$ cat src/rtl/enc_dec_pkg.sv
// Shared definitions for the SECDED encoder and the decoder's re-encode path:
// width encodings, N/K lookup, data scatter and check-bit coverage masks.
package enc_dec_pkg;

  localparam int CW_MAX  = 32;
  localparam int NUM_CHK = 5;

  localparam logic [1:0] CW_8  = 2'b00;
  localparam logic [1:0] CW_16 = 2'b01;
  localparam logic [1:0] CW_32 = 2'b10;

  // Bit k of a mask is set at every codeword position whose index has bit k set.
  localparam logic [NUM_CHK-1:0][CW_MAX-1:0] CHK_MASK = {
    32'hFFFF_0000,
    32'hFF00_FF00,
    32'hF0F0_F0F0,
    32'hCCCC_CCCC,
    32'hAAAA_AAAA
  };

  typedef struct packed {
    logic [5:0] n;
    logic [4:0] k;
  } nk_t;

  // Codeword width N; any selector with bit 1 set means 32.
  function automatic logic [5:0] cw_n(input logic [1:0] w);
    if (w[1])      return 6'd32;
    else if (w[0]) return 6'd16;
    else           return 6'd8;
  endfunction

  // Data bit count K carried by a codeword of the selected width.
  function automatic logic [4:0] cw_k(input logic [1:0] w);
    if (w[1])      return 5'd26;
    else if (w[0]) return 5'd11;
    else           return 5'd4;
  endfunction

  function automatic nk_t nk_lookup(input logic [1:0] w);
    nk_t r;
    r.n = cw_n(w);
    r.k = cw_k(w);
    return r;
  endfunction

  // Check bit k exists only when its position 2^k lies inside the codeword.
  function automatic logic [NUM_CHK-1:0] chk_en(input logic [1:0] w);
    logic [NUM_CHK-1:0] en;
    for (int k = 0; k < NUM_CHK; k++) begin
      en[k] = ((1 << k) < int'(cw_n(w)));
    end
    return en;
  endfunction

  // Place data bits at the non-power-of-two positions in ascending order.
  // Check-bit positions, bit 0 and everything at or above N come out 0.
  function automatic logic [CW_MAX-1:0] scatter(input logic [25:0] d,
                                                input logic [1:0]  w);
    nk_t              nk;
    logic [CW_MAX-1:0] s;
    int               idx;
    nk  = nk_lookup(w);
    s   = '0;
    idx = 0;
    for (int p = 1; p < CW_MAX; p++) begin
      if ((p & (p - 1)) != 0) begin
        if ((p < int'(nk.n)) && (idx < int'(nk.k))) begin
          s[p] = d[idx];
        end
        idx++;
      end
    end
    return s;
  endfunction

endpackage

$ cat src/rtl/enc_parity_gen.sv
// Combinational check-bit and overall-parity generator for a scattered word.
// Shared between the encoder and the decoder's re-encode comparator.
module enc_parity_gen
  import enc_dec_pkg::*;
(
  input  logic [CW_MAX-1:0]  scat_in,
  input  logic [1:0]         width_in,
  output logic [NUM_CHK-1:0] chk_out,
  output logic               parity_out
);

  logic [NUM_CHK-1:0] en;

  // Check bits from coverage masks; overall parity spans data and check bits.
  always_comb begin
    en = chk_en(width_in);
    for (int k = 0; k < NUM_CHK; k++) begin
      chk_out[k] = en[k] & (^(scat_in & CHK_MASK[k]));
    end
    parity_out = (^scat_in) ^ (^chk_out);
  end

endmodule

$ cat src/rtl/enc_codeword_encoder.sv
// Two-stage extended-Hamming (SECDED) encoder with valid/ready on both sides.
// Stage 1 holds the scattered data word, stage 2 the finished codeword.
module enc_codeword_encoder
  import enc_dec_pkg::*;
#(
  parameter int MAX_WIDTH = 32,
  parameter int CNT_W     = 16
) (
  input  logic                 clk,
  input  logic                 rst_n,
  input  logic                 in_valid,
  output logic                 in_ready,
  input  logic [25:0]          data_in,
  input  logic [1:0]           codeword_width,
  output logic                 out_valid,
  input  logic                 out_ready,
  output logic [MAX_WIDTH-1:0] codeword_out,
  output logic [1:0]           width_out,
  output logic [CNT_W-1:0]     enc_count
);

  logic                 v1_q, v1_d;
  logic [MAX_WIDTH-1:0] s1_q, s1_d;
  logic [1:0]           w1_q, w1_d;
  logic                 v2_q, v2_d;
  logic [MAX_WIDTH-1:0] cw_q, cw_d;
  logic [1:0]           w2_q, w2_d;
  logic [CNT_W-1:0]     cnt_q, cnt_d;

  logic                 adv1, adv2, accept;
  logic [NUM_CHK-1:0]   chk;
  logic                 par;
  logic [MAX_WIDTH-1:0] cw_full;

  enc_parity_gen u_parity (
    .scat_in    (s1_q),
    .width_in   (w1_q),
    .chk_out    (chk),
    .parity_out (par)
  );

  // Merge check bits and overall parity into the stage-1 scattered word.
  always_comb begin
    cw_full    = s1_q;
    for (int k = 0; k < NUM_CHK; k++) begin
      cw_full[1 << k] = chk[k];
    end
    cw_full[0] = par;
  end

  // Handshake and next-state for both stages and the delivery counter.
  // NOTE: every _d gets a hold default first, so no path leaves it unassigned and no latch is inferred.
  always_comb begin
    v1_d  = v1_q;
    s1_d  = s1_q;
    w1_d  = w1_q;
    v2_d  = v2_q;
    cw_d  = cw_q;
    w2_d  = w2_q;

    adv2     = !v2_q || out_ready;
    adv1     = !v1_q || adv2;
    in_ready = adv1;
    accept   = in_valid && in_ready;

    if (adv1) begin
      v1_d = accept;
      if (accept) begin
        s1_d = scatter(data_in, codeword_width);
        w1_d = codeword_width;
      end
    end

    if (adv2) begin
      v2_d = v1_q;
      if (v1_q) begin
        cw_d = cw_full;
        w2_d = w1_q;
      end
    end

    cnt_d = cnt_q + CNT_W'(v2_q && out_ready);
  end

  // Pipeline and counter registers; reset empties the pipe and clears outputs.
  // NOTE: state flops use non-blocking assignments so all stages update together on the edge.
  always_ff @(posedge clk or negedge rst_n) begin
    if (!rst_n) begin
      v1_q  <= 1'b0;
      s1_q  <= '0;
      w1_q  <= '0;
      v2_q  <= 1'b0;
      cw_q  <= '0;
      w2_q  <= '0;
      cnt_q <= '0;
    end else begin
      v1_q  <= v1_d;
      s1_q  <= s1_d;
      w1_q  <= w1_d;
      v2_q  <= v2_d;
      cw_q  <= cw_d;
      w2_q  <= w2_d;
      cnt_q <= cnt_d;
    end
  end

  assign out_valid    = v2_q;
  assign codeword_out = cw_q;
  assign width_out    = w2_q;
  assign enc_count    = cnt_q;

endmodule

$ cat config.mk
export PLATFORM = sky130hd
export DESIGN_NAME = enc_codeword_encoder
export DESIGN_NICKNAME = d
export VERILOG_FILES = /design/src/rtl/enc_dec_pkg.sv /design/src/rtl/enc_parity_gen.sv /design/src/rtl/enc_codeword_encoder.sv
export SDC_FILE = /design/constraint.sdc
export NUM_CORES = 1
export LEC_CHECK = 0
export BUFFER_PORTS_ARGS = -buffer_cell sky130_fd_sc_hd__buf_2
export CAP_MARGIN = 20
export CORE_ASPECT_RATIO = 1.75
export CORE_MARGIN = 2
export CORE_UTILIZATION = 48
export CTS_CLUSTER_SIZE = 24
export DETAILED_ROUTE_END_ITERATION = 12
export PLACE_DENSITY = 0.75
export SLEW_MARGIN = 20
export SYNTH_ARGS = -nofsm -noshare
export SYNTH_HDL_FRONTEND = slang
export SYNTH_SLANG_ARGS = --single-unit
$ cat constraint.sdc
create_clock -name clk -period 2 [get_ports clk]
set_input_delay 0.2 -clock clk [delete_from_list [all_inputs] [get_ports clk]]
set_output_delay 0.2 -clock clk [all_outputs]
set_load 0.005 [all_outputs]
==> results of run 1 <==
[worst register-to-register path: stages, from the launching register on]
cell     delay (ps)
dfrtp_1         390
buf_4           150
xnor2_1         190
xnor2_1         200
xnor2_1         130
xnor2_1         220
xnor2_1         160
xnor3_1         450
o21ai_1         170
[Yosys cell counts]
cell | n | area share, %
and3_1 | 1 | 0.18
and4_1 | 1 | 0.25
nor2_1 | 6 | 0.64
mux2i_1 | 1 | 0.28
or3b_1 | 1 | 0.25
xor2_1 | 10 | 2.5
nand4_1 | 3 | 0.53
xnor2_1 | 53 | 13
nand3b_1 | 1 | 0.21
nand2_1 | 58 | 6.2
nand2b_1 | 3 | 0.53
inv_1 | 1 | 0.11
clkbuf_1 | 10 | 1.1
buf_1 | 2 | 0.21
o21ai_0 | 26 | 3.7
mux2_2 | 34 | 11
nand3_1 | 7 | 0.99
xnor3_1 | 1 | 0.64
ha_1 | 2 | 0.71
dfrtp_1 | 80 | 57
or2_2 | 1 | 0.18
o21ai_1 | 1 | 0.14
and2_1 | 1 | 0.18
[layout by cell type, fill, tap and decap left out, types with 7 or more instances in the layout]
cell type	instances
nand2_1	58
clkbuf_16	9
xor2_1	9
xnor2_2	17
nand3_1	7
buf_4	20
buf_2	82
xnor2_1	36
dfrtp_1	80
o21ai_0	26
mux2_2	34
[worst min path at each step]
| stage | startpoint | end | slack (ps) | cells after the start |
|---|---|---|---|---|
| after floorplan | rst_n | codeword_out[0]$_DFFE_PN0P_ | -100 | 0 |
| after global placement | rst_n | enc_count[4]$_DFF_PN0_ | 180 | 1 |
| after detailed placement | rst_n | enc_count[4]$_DFF_PN0_ | 190 | 1 |
| after CTS | in_valid | v1_q$_DFFE_PN0N_ | 80 | 2 |
| after global routing | in_valid | v1_q$_DFFE_PN0N_ | 90 | 2 |
| final | in_valid | v1_q$_DFFE_PN0N_ | 90 | 2 |
[what timing repair did]
item / in CTS / in global routing
gates resized for setup: 5 / 15
setup buffers: 1 / 0
endpoints found under the hold margin: 33 / 0
hold buffers: 1 / 0
pin swaps: 7 / 2
setup endpoints to repair: 1 / 1
[kinds of logic (layout without fill, tap and decap cells)]
| group | Yosys count | in the layout | share of synthesized area, % |
|---|---|---|---|
| AO/OA/AOI/OAI | 27 | 27 | 3.82 |
| XOR/XNOR | 64 | 64 | 16.2 |
| adder cells (fa/ha/maj) | 2 | 2 | 0.708 |
| buffers and inverters | 13 | 122 | 1.38 |
| flip-flops | 80 | 80 | 56.6 |
| multiplexers | 35 | 35 | 11.1 |
| AND/OR/NAND/NOR | 83 | 83 | 10.1 |
[registers in the layout (all words and copies together) (netlist names)]
register	count
width_out	2
out_valid	1
w1_q	2
v1_q	1
enc_count	16
s1_q	26
codeword_out	32
[metrics by stage]
step / utilization [%] / TNS (ps) / instances
final: 64.6 / -151 / 499
after global routing: 64.6 / -218 / 499
after CTS: 63.0 / -31.6 / 499
after detailed placement: 58.2 / -53.0 / 481
after global placement: 58.2 / 0 / 481
after floorplan: - / 0 / 304
[metal layers]
layer	routed length, um	GRT usage (%)	up-vias
met5	0	0	-
li1	-	-	1209
met4	190	8.82	0
met1	2830	21.4	1234
met3	335	4.68	15
met2	4650	38.1	60
[layout make-up]
class                           count  area (sq um)
Clock buffer                       13           260
Sequential cell                    80          2000
Inverter                            1          3.75
Clock inverter                      3          40.0
Tap cell                           86           108
Fill cell                         575          2540
Multi-Input combinational cell    211          1620
Timing Repair Buffer              105           602
[report_power, final]
part / internal (uW) / total, uW / switching, uW / leakage (uW)
Clock: 1030 / 1630 / 600 / 0.000150
Combinational: 1300 / 2250 / 956 / 0.00113
Sequential: 1940 / 2190 / 250 / 0.00102
Total: 4270 / 6070 / 1810 / 0.00230
==> summary.md, run 1 <==
| Metric | Value |
|---|---|
| Outcome | finished with violations |
| Failing checks | negative setup slack |
| Slew @ Worst Pin | 477 ps |
| Post-synthesis cell type count | 23 |
| Synth-to-layout area growth | 31.2% |
| CP Class | reg -> reg |
| Pre-CTS WS | -53.0 ps |
| RSZ-0062 raised after global routing | yes |
| GRT Overall Usage | 20.8% |
| Number of port buffers | 83 |
| Remaining Overflow, GRT | 0 |
| CTS Buf Count | 9 |
| CTS Root Cell | clkbuf_16 |
| Vias in the first global route | 2610 |
| 1st-pass router iterations | 4 |
| Slack of the worst reg-to-reg path | -150 ps |
| Core area | 7180 sq um |
| Arr. time, crit path | 2400 ps |
| Mapped Cells | 304 |
| CP Capture Point | codeword_out[0]$_DFFE_PN0P_ |
| Worst Setup SP | s1_q[26]$_DFFE_PN0P_ |
| Core Rows | 41 |
| H-tree depth | 3 |
| Vias per cell | 5.05 |
| Worst Path Required | 2250 ps |
| Final RePlAce weighted congestion | 0.803 |
| HP Class | in -> reg |
| P_leak | 0.00230 uW |
| Initial drt markers | 131 |
| R2R Path End | codeword_out[0]$_DFFE_PN0P_ |
| Via count | 2518 |
| Clk sinks | 80 |
| Fin. Hold Viols | 0 |
| CP Max Fanout | 3 |
| Max-cap violation count | 0 |
| Worst Skew | 5.73 ps |
| CTS tree | built |
| Synth warn | 0 |
| Post-route cell area | 4640 sq um |
| Period utilisation layout | 108% |
| Sequential area share after synthesis | 56.6% |
| Diode count | 0 |
| Initial antenna violation count | 0 |
| Max transition margin | 68.1% |
| PwrDens | 1310 nW/um^2 |
| Die area | 8090 sq um |
| Starting density of the core | 49.2% |
| Final Max Tran Viols | 0 |
| Worst setup SP type | register |
| IO Pins | 84 |
| Cells on worst reg2reg path | 8 |
| First-pass GRT wire length | 12300 um |
| Slowest-stage cell, CP | xnor3_1 |
| Fmax | 0.465 GHz |
| Number of remaining DRC errors | 0 |
| Clk slew on worst S/H paths | 60 ps |
| CP endpoint kind | register |
| Hold Slack | 85.7 ps |
| CP Depth | 8 |
| CP delay by family, top | XOR/XNOR gates |
| Fin worst setup slack | -151 ps |
| Routed Antenna Nets | 0 |
| Synth Cell Area | 3530 sq um |
| Post-DR wirelength/cell | 16.0 um |
| Power, Total | 6070 uW |
| Largest net degree at the start of global routing | 48 |
| CP most frequent cell | xnor2_1 |
| CP max stage delay | 450 ps |
| VDD IR-drop max | 772 uV |
| CP Buf/Inv Count | 1 |
| Clock latency on the worst-skew pair | 330 ps |
| Final min period | 2150 ps |
| NumNets Final | 442 |
| CTS max path bufs | 2 |
| Total Wirelength | 8010 um |
| Width of the die | 68.9 um |
| Cell chain of the critical path | buf_4, xnor2_1, xnor2_1, xnor2_1, xnor2_1, xnor2_1, xnor3_1, o21ai_1 |
| Placed instance area | 4180 sq um |
| Layout cells sized above 1 | 41.6% |
| Synthesized area per cell | 11.6 sq um |
| #FFs+latches synth | 80 |
| Detailed Place HPWL | 5740 um |
| Setup-failing EPs final | 1 |
| Die Y | 118 um |
| Post-Syn Nets | 338 |
| R2R Path Start | s1_q[26]$_DFFE_PN0P_ |
Power figures use the tool's default switching activity.
==> run 2, diff against run 1 <==
--- a/config.mk
+++ b/config.mk
@@ -7,12 +7,14 @@
 export LEC_CHECK = 0
 export BUFFER_PORTS_ARGS = -buffer_cell sky130_fd_sc_hd__buf_2
 export CAP_MARGIN = 20
+export CELL_PAD_IN_SITES_DETAIL_PLACEMENT = 0
+export CELL_PAD_IN_SITES_GLOBAL_PLACEMENT = 2
 export CORE_ASPECT_RATIO = 1.75
 export CORE_MARGIN = 2
-export CORE_UTILIZATION = 48
+export CORE_UTILIZATION = 31
 export CTS_CLUSTER_SIZE = 24
 export DETAILED_ROUTE_END_ITERATION = 12
-export PLACE_DENSITY = 0.75
+export PLACE_DENSITY_LB_ADDON = 0.1
 export SLEW_MARGIN = 20
 export SYNTH_ARGS = -nofsm -noshare
 export SYNTH_HDL_FRONTEND = slang
==> summary.md, run 2 (same netlist as run 1, synthesis figures left out) <==
| Metric | Value |
|---|---|
| Synth-to-layout area growth | 35.8% |
| Routed wire length on met2 | 4740 um (+2.0%) |
| Remaining Overflow, GRT | 0 (unchanged) |
| R2R Path End | codeword_out[0]$_DFFE_PN0P_ |
| Most common cell after layout, fill and taps aside | buf_2 |
| Slack of the worst reg-to-reg path | 20 ps (+170 ps) |
| NumNets Final | 453 (+2.5%) |
| Core area | 11100 sq um (+55%) |
| Total Wirelength | 8410 um (+5.1%) |
| Layout cells sized above 1 | 44.0% (+2.3 points) |
| Worst setup SP type | register |
| Post-DR wirelength/cell | 15.2 um (-5.5%) |
| IO Pins | 84 (unchanged) |
| Cells on worst reg2reg path | 8 (unchanged) |
| Starting density of the core | 31.8% (-17 points) |
| Max transition margin | 77.6% (+9.4 points) |
| Max-cap violation count | 0 (unchanged) |
| Final Max Tran Viols | 0 (unchanged) |
| Diode count | 0 (unchanged) |
| Fill cell count | 1125 (+96%) |
| Power, Total | 6070 uW (about the same) |
| Outcome | finished clean |
| Die Y | 145 um (+24%) |
| Final min period | 1980 ps (-170 ps) |
| 1st-pass router iterations | 4 (unchanged) |
| VDD IR-drop max | 648 uV (-16%) |
| Hold Crit Start | in_valid |
| First-pass GRT wire length | 13800 um (+12%) |
| Slew @ Worst Pin | 336 ps (-140 ps) |
| GRT Overall Usage | 14.5% (-6.4 points) |
| Clk sinks | 80 (unchanged) |
| Met3 wire len | 278 um (-17%) |
| CP Max Fanout | 4 (+1) |
| Initial antenna violation count | 0 (unchanged) |
| P_leak | 0.00235 uW (+2.4%) |
| Number of port buffers | 83 (unchanged) |
| Largest net degree at the start of global routing | 51 (+6.3%) |
| Core Rows | 51 (+24%) |
| Fin. Hold Viols | 0 (unchanged) |
| Worst Path Required | 2260 ps (about the same) |
| Clk slew on worst S/H paths | 60 ps (about the same) |
| HP Class | in -> reg |
| Uppermost routed layer | met4 |
| CP Class | reg -> reg |
| Fmax | 0.505 GHz (+8.6%) |
| CTS Buf Count | 9 (unchanged) |
| Vias per cell | 4.50 (-11%) |
| Final RePlAce weighted congestion | 0.741 (-7.8%) |
| Via count | 2496 (-0.87%) |
| PwrDens | 1270 nW/um^2 (-3.3%) |
| Width of the die | 84.7 um (+23%) |
| Setup-failing EPs final | 0 (-1) |
| Max reg flops | 32 (unchanged) |
| R2R Path Start | s1_q[31]$_DFFE_PN0P_ |
| Arr. time, crit path | 2240 ps (-160 ps) |
| Hold Slack | 81.6 ps (-4.17 ps) |
| Die area | 12300 sq um (+52%) |
| Vias in the first global route | 2705 (+3.6%) |
| Initial drt markers | 96 (-27%) |
| Min-Delay Path Depth | 2 (unchanged) |
| Metal-1 WL | 3180 um (+12%) |
| Detailed Place HPWL | 6170 um (+7.4%) |
| RSZ-0062 raised after global routing | yes |
| Most frequent cells in the layout | buf_2 (82), dfrtp_1 (77), nand2_1 (58) |
| Routed Antenna Nets | 0 (unchanged) |
| Clock latency on the worst-skew pair | 330 ps (about the same) |
| Hold EP | v1_q$_DFFE_PN0N_ |
| Worst Skew | 4.81 ps (-0.926 ps) |
| Period utilisation layout | 99.1% (-8.5 points) |
| CTS tree | built |
| CTS Root Cell | clkbuf_16 |
| H-tree depth | 3 (unchanged) |
| Number of remaining DRC errors | 0 (unchanged) |
| CP endpoint kind | register |
| CTS max path bufs | 2 (unchanged) |
run 2: cell types whose count changed in the layout (fill, tap and decap cells not counted), moves of 2 or more:
cell and change:
buf_12 +2, buf_4 +10, dfrtp_1 -3, dfrtp_2 +3, xnor2_2 -2
run 2: worst max-delay path by stage:
stage	to	depth (start not counted)	startpoint
floorplan	codeword_out[0]$_DFFE_PN0P_	7	s1_q[11]$_DFFE_PN0P_
global placement	codeword_out[0]$_DFFE_PN0P_	7	s1_q[23]$_DFFE_PN0P_
CTS	codeword_out[0]$_DFFE_PN0P_	7	s1_q[30]$_DFFE_PN0P_
finish	codeword_out[0]$_DFFE_PN0P_	8	s1_q[31]$_DFFE_PN0P_
detailed placement	codeword_out[0]$_DFFE_PN0P_	7	s1_q[23]$_DFFE_PN0P_
global route	codeword_out[0]$_DFFE_PN0P_	7	s1_q[19]$_DFFE_PN0P_
run 2: through the flow:
step                worst slack [ps]  TNS (ps)  util, %  std cells  area [sq um]
floorplan                        100         0        -        304          3530
global placement               -25.4     -25.4     38.9        535          4320
detailed placement             -68.7     -68.7     38.9        535          4320
CTS                             3.96         0     42.6        555          4730
global route                    -110      -110     43.2        555          4800
finish                          18.7         0     43.2        555          4800
run 2: final cells by class:
type | count | area, sq um | share of cell area [%]
Clock buffer | 11 | 243 | 5.06
Clock inverter | 4 | 45.0 | 0.938
Inverter | 1 | 3.75 | 0.0782
Multi-Input combinational cell | 211 | 1630 | 34.0
Sequential cell | 80 | 2010 | 41.8
Tap cell | 132 | 165 | 3.44
Timing Repair Buffer | 116 | 706 | 14.7
run 2: repair_timing:
| action | in CTS | in global routing |
|---|---|---|
| setup buffers | 4 | 0 |
| endpoints found under the hold margin | 19 | 0 |
| gates resized for setup | 12 | 11 |
| pin swaps | 9 | 4 |
| setup endpoints to repair | 1 | 1 |
| hold buffers | 1 | 0 |
run 2: worst max-delay path: stages, from the launching register on:
cell and delay (ps):
dfrtp_2 450, xnor2_2 160, xnor2_2 260, xnor2_2 120, buf_4 160, xnor2_4 190, xnor2_2 140, xnor3_1 320
o21ai_1 110
run 2: metal layers:
metal / GRT usage, % / up-vias
met5: 0 / -
met3: 2.90 / 13
met4: 6.98 / 0
met1: 15.8 / 1198
li1: - / 1232
met2: 26.0 / 53
run 2: report_power, final:
group          internal [uW]  total, uW  leakage, uW  switching, uW
combinational           1380       2280      0.00119            902
clock                    987       1610     0.000145            623
sequential              1940       2180      0.00101            241
total                   4310       6070      0.00235           1770
